File: src/rtl/signed_mult_controller.sv
// Sequential controller for an 8x8 (WIDTH x WIDTH) signed multiplier.
// It latches the operands and hands them to an external sign/magnitude
// calculator. It then multiplies the magnitudes with a WIDTH-cycle
// shift-add loop and re-applies the sign. The result is a 2*WIDTH-bit
// two's-complement product, marked by a one-cycle done pulse.
module signed_mult_controller #(
   parameter int WIDTH = 8
) (
   input  logic                 clk,
   input  logic                 rst_n,
   input  logic                 start,
   input  logic [WIDTH-1:0]     num1,
   input  logic [WIDTH-1:0]     num2,
   output logic [WIDTH-1:0]     calc_num1,
   output logic [WIDTH-1:0]     calc_num2,
   input  logic [WIDTH-1:0]     calc_abs1,
   input  logic [WIDTH-1:0]     calc_abs2,
   input  logic                 calc_sign,
   output logic                 busy,
   output logic                 done,
   output logic [2*WIDTH-1:0]   product,
   output logic                 sign_out
);

   localparam int PROD_W = 2 * WIDTH;
   localparam int CNT_W  = (WIDTH > 2) ? $clog2(WIDTH) : 1;

   typedef enum logic [1:0] {
      IDLE = 2'd0,
      LOAD = 2'd1,
      MULT = 2'd2,
      FIX  = 2'd3
   } state_t;

   state_t              state_q, state_d;
   logic [WIDTH-1:0]    calc_num1_q, calc_num1_d;
   logic [WIDTH-1:0]    calc_num2_q, calc_num2_d;
   logic [PROD_W-1:0]   mcand_q, mcand_d;
   logic [WIDTH-1:0]    mplier_q, mplier_d;
   logic [PROD_W-1:0]   acc_q, acc_d;
   logic [CNT_W-1:0]    cnt_q, cnt_d;
   logic                sign_q, sign_d;
   logic                busy_q, busy_d;
   logic                done_q, done_d;
   logic [PROD_W-1:0]   product_q, product_d;
   logic                sign_out_q, sign_out_d;

   logic                last_iter;

   assign last_iter = (cnt_q == CNT_W'(WIDTH - 1));

   // State and datapath registers, with a synchronous active-low reset that also abandons any operation in flight.
   // NOTE: sequential state uses non-blocking (<=) only, so every register samples pre-edge values regardless of statement order.
   always_ff @(posedge clk) begin
      if (!rst_n) begin
         state_q     <= IDLE;
         calc_num1_q <= '0;
         calc_num2_q <= '0;
         mcand_q     <= '0;
         mplier_q    <= '0;
         acc_q       <= '0;
         cnt_q       <= '0;
         sign_q      <= 1'b0;
         busy_q      <= 1'b0;
         done_q      <= 1'b0;
         product_q   <= '0;
         sign_out_q  <= 1'b0;
      end else begin
         state_q     <= state_d;
         calc_num1_q <= calc_num1_d;
         calc_num2_q <= calc_num2_d;
         mcand_q     <= mcand_d;
         mplier_q    <= mplier_d;
         acc_q       <= acc_d;
         cnt_q       <= cnt_d;
         sign_q      <= sign_d;
         busy_q      <= busy_d;
         done_q      <= done_d;
         product_q   <= product_d;
         sign_out_q  <= sign_out_d;
      end
   end

   // Next-state selection: IDLE -> LOAD -> MULT (WIDTH cycles) -> FIX -> IDLE.
   always_comb begin
      // NOTE: default assignment first; every path then assigns state_d, so no latch is inferred.
      state_d = state_q;
      unique case (state_q)
         IDLE:    if (start) state_d = LOAD;
         LOAD:    state_d = MULT;
         MULT:    if (last_iter) state_d = FIX;
         FIX:     state_d = IDLE;
         default: state_d = IDLE;
      endcase
   end

   // Datapath and registered-output next values for the current state; done is a pulse and defaults low.
   always_comb begin
      calc_num1_d = calc_num1_q;
      calc_num2_d = calc_num2_q;
      mcand_d     = mcand_q;
      mplier_d    = mplier_q;
      acc_d       = acc_q;
      cnt_d       = cnt_q;
      sign_d      = sign_q;
      busy_d      = busy_q;
      done_d      = 1'b0;
      product_d   = product_q;
      sign_out_d  = sign_out_q;
      unique case (state_q)
         IDLE: begin
            if (start) begin
               calc_num1_d = num1;
               calc_num2_d = num2;
               busy_d      = 1'b1;
            end
         end
         LOAD: begin
            // Magnitudes are unsigned, so |-2^(WIDTH-1)| still fits in WIDTH bits.
            mcand_d  = {{WIDTH{1'b0}}, calc_abs1};
            mplier_d = calc_abs2;
            sign_d   = calc_sign;
            acc_d    = '0;
            cnt_d    = '0;
         end
         MULT: begin
            if (mplier_q[0]) acc_d = acc_q + mcand_q;
            mcand_d  = mcand_q << 1;
            mplier_d = mplier_q >> 1;
            cnt_d    = cnt_q + CNT_W'(1);
         end
         FIX: begin
            product_d  = sign_q ? ((~acc_q) + PROD_W'(1)) : acc_q;
            sign_out_d = sign_q & (acc_q != '0);
            done_d     = 1'b1;
            busy_d     = 1'b0;
         end
         default: ;
      endcase
   end

   assign calc_num1 = calc_num1_q;
   assign calc_num2 = calc_num2_q;
   assign busy      = busy_q;
   assign done      = done_q;
   assign product   = product_q;
   assign sign_out  = sign_out_q;

endmodule

File: config.mk
export PLATFORM = sky130hd
export DESIGN_NAME = signed_mult_controller
export DESIGN_NICKNAME = d
export VERILOG_FILES = /design/src/rtl/signed_mult_controller.sv
export SDC_FILE = /design/constraint.sdc
export NUM_CORES = 1
export LEC_CHECK = 0
export ABC_AREA = 1
export CELL_PAD_IN_SITES_DETAIL_PLACEMENT = 0
export CELL_PAD_IN_SITES_GLOBAL_PLACEMENT = 1
export CORE_AREA = 10 10 151 118
export DETAILED_ROUTE_END_ITERATION = 10
export DIE_AREA = 0 0 161 128
export MAX_ROUTING_LAYER = met4
export PLACE_DENSITY = 0.73
export SETUP_SLACK_MARGIN = 0.15
export SKIP_CTS_REPAIR_TIMING = 1
export SLEW_MARGIN = 20
export SYNTH_ARGS = -nofsm -noshare
export SYNTH_HDL_FRONTEND = slang
export SYNTH_SLANG_ARGS = --single-unit
File: constraint.sdc
create_clock -name clk -period 1.9 [get_ports clk]
set_clock_uncertainty 0.05 [all_clocks]
set_input_delay 0.38 -clock clk [delete_from_list [all_inputs] [get_ports clk]]
set_output_delay 0.38 -clock clk [all_outputs]
set_load 0.1 [all_outputs]
==> results of run 1 <==
-- final cells by class --
class / count / area, um2 / area share
Timing Repair Buffer: 93 / 1260 / 0.199
Sequential cell: 81 / 1640 / 0.259
Inverter: 95 / 359 / 0.0566
Multi-Input combinational cell: 459 / 2500 / 0.394
Clock buffer: 10 / 239 / 0.0376
Clock inverter: 6 / 90.1 / 0.0142
Tap cell: 205 / 256 / 0.0404
-- layer usage --
layer,vias to the layer above,track usage
met4,0,0.0304
met3,7,0.0298
met2,76,0.181
li1,2281,-
met5,-,-
met1,1960,0.169
-- kinds of logic (layout without fill, tap and decap cells) --
kind of cell / Yosys count / in the layout
fa+ha+maj: 23 / 23
flops: 81 / 81
buf+inv: 120 / 204
xor+xnor: 5 / 5
simple gates: 314 / 314
compound gates: 117 / 117
-- metrics by stage --
step	util	power (mW)	std cells	cell area, um2
floorplan	-	4.58	660	4400
global placement	0.388	5.81	933	5800
detailed placement	0.388	5.86	933	5800
CTS	0.410	7.78	949	6120
global route	0.425	8.30	949	6350
finish	0.425	7.84	949	6350
-- registers in the layout, summed over array words and instances (netlist names), 2 cells and up --
| signal | count |
|---|---|
| mplier_q | 8 |
| calc_num1 | 8 |
| state_q | 2 |
| acc_q | 16 |
| cnt_q | 3 |
| calc_num2 | 8 |
| mcand_q | 16 |
| product | 16 |
-- where the power goes --
part	switching [mW]	internal [mW]	total, mW
clock network	0.710	1.19	1.90
registers	0.304	2.01	2.32
logic	2.31	1.31	3.62
total	3.32	4.51	7.84
-- worst register-to-register path, cell delays in order (launching register included) --
cell	delay (ns)
dfxtp_4	0.37
ha_4	0.13
inv_1	0.04
fa_2	0.33
inv_2	0.08
nand2_1	0.07
nand3_2	0.12
nand2_1	0.09
nand3b_1	0.09
nand3_1	0.10
a21oi_2	0.12
-- worst min-delay path by stage --
stage                startpoint     endpoint  slack (ns)  cells after the start
global route        mplier_q[7]  mplier_q[7]        0.45                      2
floorplan           mplier_q[7]  mplier_q[7]        0.40                      2
global placement    mplier_q[7]  mplier_q[7]        0.40                      2
CTS                 mplier_q[7]  mplier_q[7]        0.42                      2
finish              mplier_q[7]  mplier_q[7]        0.42                      2
detailed placement  mplier_q[7]  mplier_q[7]        0.41                      2
-- cell usage in the layout, fill, tap and decap left out, types with 4 or more instances in the layout --
cell and instances:
clkdlybuf4s50_1 35, nand2_2 7, o211ai_1 6, ha_2 4, inv_2 8, buf_12 38, a21oi_2 4, nand3_2 4
nand3_1 57, dfxtp_2 11, clkbuf_16 9, nor2_1 66, xor2_1 5, dfxtp_1 68, o21ai_1 5, nor3_1 6
ha_4 11, ha_1 7, inv_1 85, o221ai_1 5, a21oi_1 52, nand4_1 5, buf_4 20, nand2_1 161
o21ai_0 37
==> qor.csv, run 1 <==
stage,metric,value,unit
outcome,status,"finished, final reports clean",
setup_path,Critical Path RT,2.12,ns
setup_path,Critical Path Stages,10,
global_route,vias in the first global route,4141,
setup_path,CP Class,reg2reg,
synth,Synth Net Count,719,
global_route,largest net degree at the start of global routing,48,
cts,Inserted Clock Buffers,9,
setup_path,"Arr. time, crit path",1.87,ns
floorplan,cell row count,39,
synth,sequential fraction of the synthesis area,0.368,
sta,Slew Limit Headroom,0.758,
synth,top_reg_cell synth,dfxtp_1,
floorplan,# IOs,71,
synth,"FFs w/ async S/R, synth",0,
route,post-DR vias/cell,4.56,
power_and_ir_drop,Static Leak,2.87,nW
setup_path,Worst Path Buf+Inv,2,
global_route,Overall Global Routing Usage,0.124,
synth,Synth area leaders,"dfxtp_1 37%, nand2_1 14%, inv_1 7.3%, nand3_1 6.8%, a21oi_1 6.4%",
cts,# H-tree levels,3,
route,Initial DRC Count,229,
sta,Least-Margin Pin Slew,0.363,ns
synth,post-synth top area cell,dfxtp_1,
layout,ant diodes,0,
sta,setup TNS,0,ns
route,# DRC,0,
route,routed via count,4324,
setup_path,worst setup path endpoint,acc_q[10],
sta,final period utilization,0.866,
synth,mapped cell area,4400,um2
route,Post-DRT Antenna Nets,0,
power_and_ir_drop,PD cells,1230,nW/um2
place,dpl ws,0.0993,ns
sta,fin crit period,1.65,ns
sta,Fmax,608,MHz
route,met2 WL post-DR,5.64,mm
floorplan,Initial Util,0.295,
synth,most numerous cell in the Yosys netlist,nand2_1,
power_and_ir_drop,peak supply drop,0.584,mV
global_route,initial antenna violation count,0,
route,Total Wirelength,12.5,mm
cts,CTS tree,yes,
route,met3 wire len,552,um
setup_path,Critical-path top delay cell,dfxtp_4,
cts,clk buf depth,2,
route,Top Layer Used,met4,
floorplan,Die W,161,um
setup_path,R2R Path Start,mcand_q[0],
layout,layout net count,798,
sta,Slew Limit Fails,0,
synth,mux cell area share after synthesis,0,
sta,Fin Hold WS,0.422,ns
setup_path,"CP delay by family, top",simple AND/OR/NAND/NOR gates,
synth,post-synthesis adder-cell area fraction,0.0671,
floorplan,die area,20600,um2
layout,P&R area growth vs syn,44.3,%
layout,number of filler cells placed in the layout,1542,
setup_path,Crit Reg-Reg Endpoint,acc_q[10],
floorplan,core region area,14900,um2
synth,Mapped Cells,660,
global_route,total congestion overflow,0,
layout,layout cells sized above 1,0.177,
synth,number of synthesized register bits,81,
sta,final setup violation count,0,
setup_path,Slowest Stage Delay on Critical Path,0.37,ns
cts,clock sink count,81,
cts,"Clk Latency, worst-skew pair",0.34,ns
setup_path,R2R cell count,10,
setup_path,Worst path most repeated cell,nand2_1,
setup_path,startpoint types,register,
synth,largest family of logic cells by synthesized area,simple AND/OR/NAND/NOR gates,
synth,Ys Warns,0,
synth,mean post-synth cell area,6.67,um2
place,HPWL Detailed,9.70,mm
place,Port Buffer Count,70,
worst_hold_path,Hold Crit Class,reg2reg,
route,metal1 wirelength,6.27,mm
setup_path,crit-path cells,"ha_4, inv_1, fa_2, inv_2, nand2_1, nand3_2, nand2_1, nand3b_1, nand3_1, a21oi_2",
setup_path,CP Launch Point,mcand_q[0],
cts,root buf cell,clkbuf_16,
route,1st-pass router iterations,4,
place,final RePlAce weighted congestion,0.868,
route,Avg WL per Cell,13.2,um
cts,clk slew on worst S/H paths,0.06,ns
synth,post-synthesis compound-gate area fraction,0.147,
floorplan,Die H,128,um
synth,xor/xnor cell area share of the yosys netlist,0.00995,
sta,count of final hold-check violations,0,
synth,Netlist cell types,34,
sta,RSZ-0062 raised after global routing,yes,
synth,Synth top cells by count,"168 x nand2_1, 86 x inv_1, 81 x dfxtp_1",
setup_path,critical path endpoint category,register,
sta,worst setup margin,0.255,ns
run,maxcap violations,0,
setup_path,r2r setup slk,0.25,ns
synth,Simple-Gate Fraction of Synth Area,0.298,
setup_path,"Max FO, Critical Path",4,
global_route,first-pass GRT wire length,20.6,mm
synth,Yosys top cell area share,0.368,
synth,"EDFF count, synth",0,
Note: power is estimated with default switching activity, not from simulation.
==> run 2: changes to the inputs <==
--- a/config.mk
+++ b/config.mk
@@ -12,10 +12,9 @@
 export DETAILED_ROUTE_END_ITERATION = 10
 export DIE_AREA = 0 0 161 128
 export MAX_ROUTING_LAYER = met4
-export PLACE_DENSITY = 0.73
+export PLACE_DENSITY = 0.76
 export SETUP_SLACK_MARGIN = 0.15
 export SKIP_CTS_REPAIR_TIMING = 1
-export SLEW_MARGIN = 20
 export SYNTH_ARGS = -nofsm -noshare
 export SYNTH_HDL_FRONTEND = slang
 export SYNTH_SLANG_ARGS = --single-unit
==> constraint.sdc (replaced) <==
create_clock -name clk -period 1.48 [get_ports clk]
set_clock_uncertainty 0.05 [all_clocks]
set_input_delay 0.296 -clock clk [delete_from_list [all_inputs] [get_ports clk]]
set_output_delay 0.296 -clock clk [all_outputs]
set_load 0.1 [all_outputs]
==> qor.csv, run 2 (synthesized netlist as in run 1, its figures left out) <==
stage,metric,value,unit
worst_hold_path,Hold Crit Class,reg2reg,
setup_path,r2r setup slk,-0.17,ns
setup_path,Crit Reg-Reg Endpoint,acc_q[10],
layout,area taken by multi-input logic gates,3100,um2
floorplan,die area,20600,um2
cts,"Clk Latency, worst-skew pair",0.34,ns
route,Avg WL per Cell,13.9,um
sta,RSZ-0062 raised after global routing,yes,
sta,count of final hold-check violations,0,
floorplan,Die H,128,um
route,1st-pass router iterations,4,
layout,"commonest cells after routing, fill and taps aside","134 x nand2_1, 78 x inv_1, 70 x buf_4",
cts,clk buf depth,2,
place,final RePlAce weighted congestion,0.857,
sta,final period utilization,1.12,
setup_path,startpoint types,register,
sta,Fin Hold WS,0.424,ns
layout,Non-Filler Instances,1018,
floorplan,core region area,14900,um2
place,Port Buffer Count,70,
run,maxcap violations,0,
place,dpl ws,-0.143,ns
layout,"Core Util, Final",0.512,
setup_path,CP Launch Point,acc_q[0],
sta,setup TNS,-1.18,ns
route,routed via count,4709,
place,placed inst area,6450,um2
power_and_ir_drop,peak supply drop,0.972,mV
sta,Least-Margin Pin Slew,0.305,ns
floorplan,# IOs,71,
setup_path,R2R Path Start,acc_q[0],
route,Post-DRT Antenna Nets,0,
sta,worst setup margin,-0.172,ns
layout,"most common cell after layout, fill and taps aside",nand2_1,
global_route,initial antenna violation count,0,
setup_path,R2R cell count,10,
cts,CTS tree,yes,
global_route,first-pass GRT wire length,21.9,mm
cts,# H-tree levels,3,
layout,number of filler cells placed in the layout,1394,
sta,Slew Limit Fails,0,
setup_path,"Arr. time, crit path",1.86,ns
layout,P&R area growth vs syn,73.8,%
cts,clk slew on worst S/H paths,0.06,ns
place,placed cells,981,
route,Initial DRC Count,185,
layout,layout cells sized above 1,0.385,
global_route,total congestion overflow,0,
cts,Inserted Clock Buffers,9,
layout,Sequential cell area,1670,um2
sta,Fmax,605,MHz
setup_path,critical path endpoint category,register,
setup_path,CP Class,reg2reg,
setup_path,Critical Path RT,1.69,ns
power_and_ir_drop,Overall Power,12.2,mW
layout,layout net count,867,
sta,final setup violation count,14,
cts,root buf cell,clkbuf_16,
setup_path,"Max FO, Critical Path",4,
route,Total Wirelength,14.1,mm
global_route,Overall Global Routing Usage,0.132,
power_and_ir_drop,PD cells,1600,nW/um2
global_route,vias in the first global route,4465,
sta,fin crit period,1.65,ns
outcome,failing checks,negative setup slack,
floorplan,Die W,161,um
sta,Slew Limit Headroom,0.795,
power_and_ir_drop,Static Leak,3.42,nW
outcome,status,"finished, violations left",
place,HPWL Detailed,10.5,mm
layout,Final Cell Area,7650,um2
route,post-DR vias/cell,4.63,
floorplan,cell row count,39,
route,# DRC,0,
floorplan,Initial Util,0.295,
cts,clock sink count,81,
global_route,largest net degree at the start of global routing,29,
setup_path,worst setup path endpoint,acc_q[10],
layout,ant diodes,0,
[run 2: final cells by class]
cell class | instances | area share
Clock inverter | 6 | 0.00982
Inverter | 95 | 0.0494
Sequential cell | 81 | 0.218
Tap cell | 205 | 0.0335
Timing Repair Buffer | 162 | 0.252
Multi-Input combinational cell | 459 | 0.406
Clock buffer | 10 | 0.0312
[run 2: metal layers]
| metal | track usage | up-vias | wire, um |
|---|---|---|---|
| met5 | - | - | 0 |
| met4 | 0.0299 | 0 | 159 |
| met3 | 0.0308 | 13 | 439 |
| met2 | 0.199 | 64 | 6550 |
| met1 | 0.175 | 2194 | 6990 |
| li1 | - | 2438 | - |
[run 2: worst max-delay path: stages (launching register included)]
cell and delay [ns]:
dfxtp_4 0.37, ha_4 0.13, inv_2 0.04, fa_2 0.34, inv_2 0.09, nand2_1 0.09
nand3_4 0.10, nand2_2 0.06, nand3b_1 0.08, nand3_1 0.09, a21oi_1 0.13
[run 2: worst min path at each step]
stage | from | to | slack, ns | depth (start not counted)
floorplan | calc_sign | sign_q | 0.38 | 2
finish | cnt_q[1] | cnt_q[1] | 0.42 | 2
global route | mplier_q[7] | mplier_q[7] | 0.45 | 2
CTS | cnt_q[2] | cnt_q[2] | 0.42 | 2
global placement | mplier_q[7] | mplier_q[7] | 0.40 | 2
detailed placement | cnt_q[2] | cnt_q[2] | 0.41 | 2
[run 2: power breakdown]
group	internal (mW)	total, mW	switching [mW]
combinational	3.05	6.92	3.86
clock	1.37	2.32	0.946
sequential	2.60	3.01	0.409
total	7.03	12.2	5.22
==> run 3: changes to the inputs <==
--- a/config.mk
+++ b/config.mk
@@ -11,7 +11,6 @@
 export CORE_AREA = 10 10 151 118
 export DETAILED_ROUTE_END_ITERATION = 10
 export DIE_AREA = 0 0 161 128
-export MAX_ROUTING_LAYER = met4
 export PLACE_DENSITY = 0.76
 export SETUP_SLACK_MARGIN = 0.15
 export SKIP_CTS_REPAIR_TIMING = 1
==> qor.csv, run 3 (synthesized netlist as in run 1, its figures left out) <==
stage,metric,value,unit
outcome,status,"finished, violations left",
outcome,failing checks,negative setup slack,
cts,# H-tree levels,3,
cts,"Clk Latency, worst-skew pair",0.34,ns
cts,root buf cell,clkbuf_16,
floorplan,die area,20600,um2
route,Avg WL per Cell,13.8,um
route,# DRC,0,
layout,layout net count,861,
route,Post-DRT Antenna Nets,0,
setup_path,Critical Path RT,1.66,ns
layout,"most common cell after layout, fill and taps aside",nand2_1,
global_route,vias in the first global route,4418,
floorplan,Initial Util,0.295,
floorplan,Die H,128,um
setup_path,R2R Path Start,acc_q[0],
sta,Fin Hold WS,0.424,ns
global_route,total congestion overflow,0,
place,final RePlAce weighted congestion,0.875,
route,1st-pass router iterations,5,
sta,RSZ-0062 raised after global routing,yes,
layout,layout cells sized above 1,0.376,
worst_hold_path,Hold Crit Class,reg2reg,
route,met2 WL post-DR,6.55,mm
cts,CTS tree,yes,
route,post-DR vias/cell,4.65,
cts,clk buf depth,2,
sta,worst setup margin,-0.126,ns
setup_path,Critical-path top delay cell,dfxtp_2,
sta,final period utilization,1.09,
setup_path,CP Class,reg2reg,
floorplan,Die W,161,um
worst_hold_path,Hold Path Origin,cnt_q[2],
setup_path,crit-path cells,"ha_4, inv_2, fa_2, inv_2, nand3_2, nand3_4, nand3_2, nand3_1, nand2_1, nand3_1, a21oi_1",
sta,Fmax,623,MHz
sta,final setup violation count,12,
route,Total Wirelength,14.0,mm
route,Top Layer Used,met4,
place,HPWL Detailed,10.5,mm
route,Initial DRC Count,224,
floorplan,cell row count,39,
layout,ant diodes,0,
route,metal1 wirelength,6.73,mm
global_route,initial antenna violation count,0,
layout,"commonest cells after routing, fill and taps aside","129 x nand2_1, 79 x inv_1, 67 x buf_4",
sta,Least-Margin Pin Slew,0.333,ns
power_and_ir_drop,peak supply drop,1.03,mV
sta,setup TNS,-0.755,ns
power_and_ir_drop,Static Leak,3.42,nW
global_route,largest net degree at the start of global routing,28,
place,Port Buffer Count,70,
setup_path,Slowest Stage Delay on Critical Path,0.36,ns
cts,clock sink count,81,
layout,number of filler cells placed in the layout,1393,
run,maxcap violations,0,
route,routed via count,4690,
sta,Slew Limit Headroom,0.778,
cts,clk slew on worst S/H paths,0.06,ns
layout,P&R area growth vs syn,71.5,%
global_route,Overall Global Routing Usage,0.126,
place,placed inst area,6480,um2
floorplan,# IOs,71,
route,met3 wire len,541,um
floorplan,core region area,14900,um2
setup_path,"Arr. time, crit path",1.78,ns
setup_path,startpoint types,register,
cts,Inserted Clock Buffers,9,
power_and_ir_drop,PD cells,1580,nW/um2
sta,count of final hold-check violations,0,
setup_path,"Max FO, Critical Path",4,
layout,Final Cell Area,7550,um2
setup_path,CP Launch Point,acc_q[0],
sta,fin crit period,1.61,ns
setup_path,critical path endpoint category,register,
global_route,first-pass GRT wire length,21.5,mm
sta,Slew Limit Fails,0,
run 3: path summary, 6_finish.rpt:
path | end | slack [ns] | cells after the start
min reg2reg | cnt_q[2] | 0.42 | 2
min | cnt_q[2] | 0.42 | 2
max | acc_q[12] | -0.13 | 11
max reg2reg | acc_q[12] | -0.13 | 11
run 3: worst max-delay path, delay by kind of cell, from the launching register on:
family / cells / cell delay, ns
simple gates: 6 / 0.44
flops: 1 / 0.36
buf+inv: 2 / 0.12
fa+ha+maj: 2 / 0.47
compound gates: 1 / 0.06
run 3: layout make-up:
class                   instances  area, um2  share of cell area
clock buffers                   9        225              0.0298
clock inverters                 4       47.5             0.00630
inverters                      95        385              0.0511
multi-input cells             459       3070               0.406
flip-flops and latches         81       1680               0.222
well taps                     205        256              0.0340
repair buffers                156       1890               0.250
run 3: per-layer routing:
metal  vias to the layer above  global-route usage
li1                       2415                   -
met5                         -                   0
met2                        67               0.199
met3                        14              0.0327
met4                         0              0.0320
met1                      2194               0.167
run 3: power breakdown:
group,internal (mW),switching [mW],total (mW)
clock,1.27,0.883,2.16
sequential,2.61,0.401,3.01
combinational,3.01,3.78,6.79
run 3: through the flow:
| step | std cells | utilization | setup WS [ns] | total power [mW] |
|---|---|---|---|---|
| 2_1_floorplan | 660 | - | -0.0141 | 6.20 |
| 3_3_place_gp | 985 | 0.434 | -0.0851 | 8.12 |
| 3_5_place_dp | 985 | 0.434 | -0.119 | 8.22 |
| 4_1_cts | 998 | 0.452 | -0.125 | 10.4 |
| 5_1_grt | 1009 | 0.506 | -0.247 | 12.5 |
| 6_report | 1009 | 0.506 | -0.126 | 12.0 |
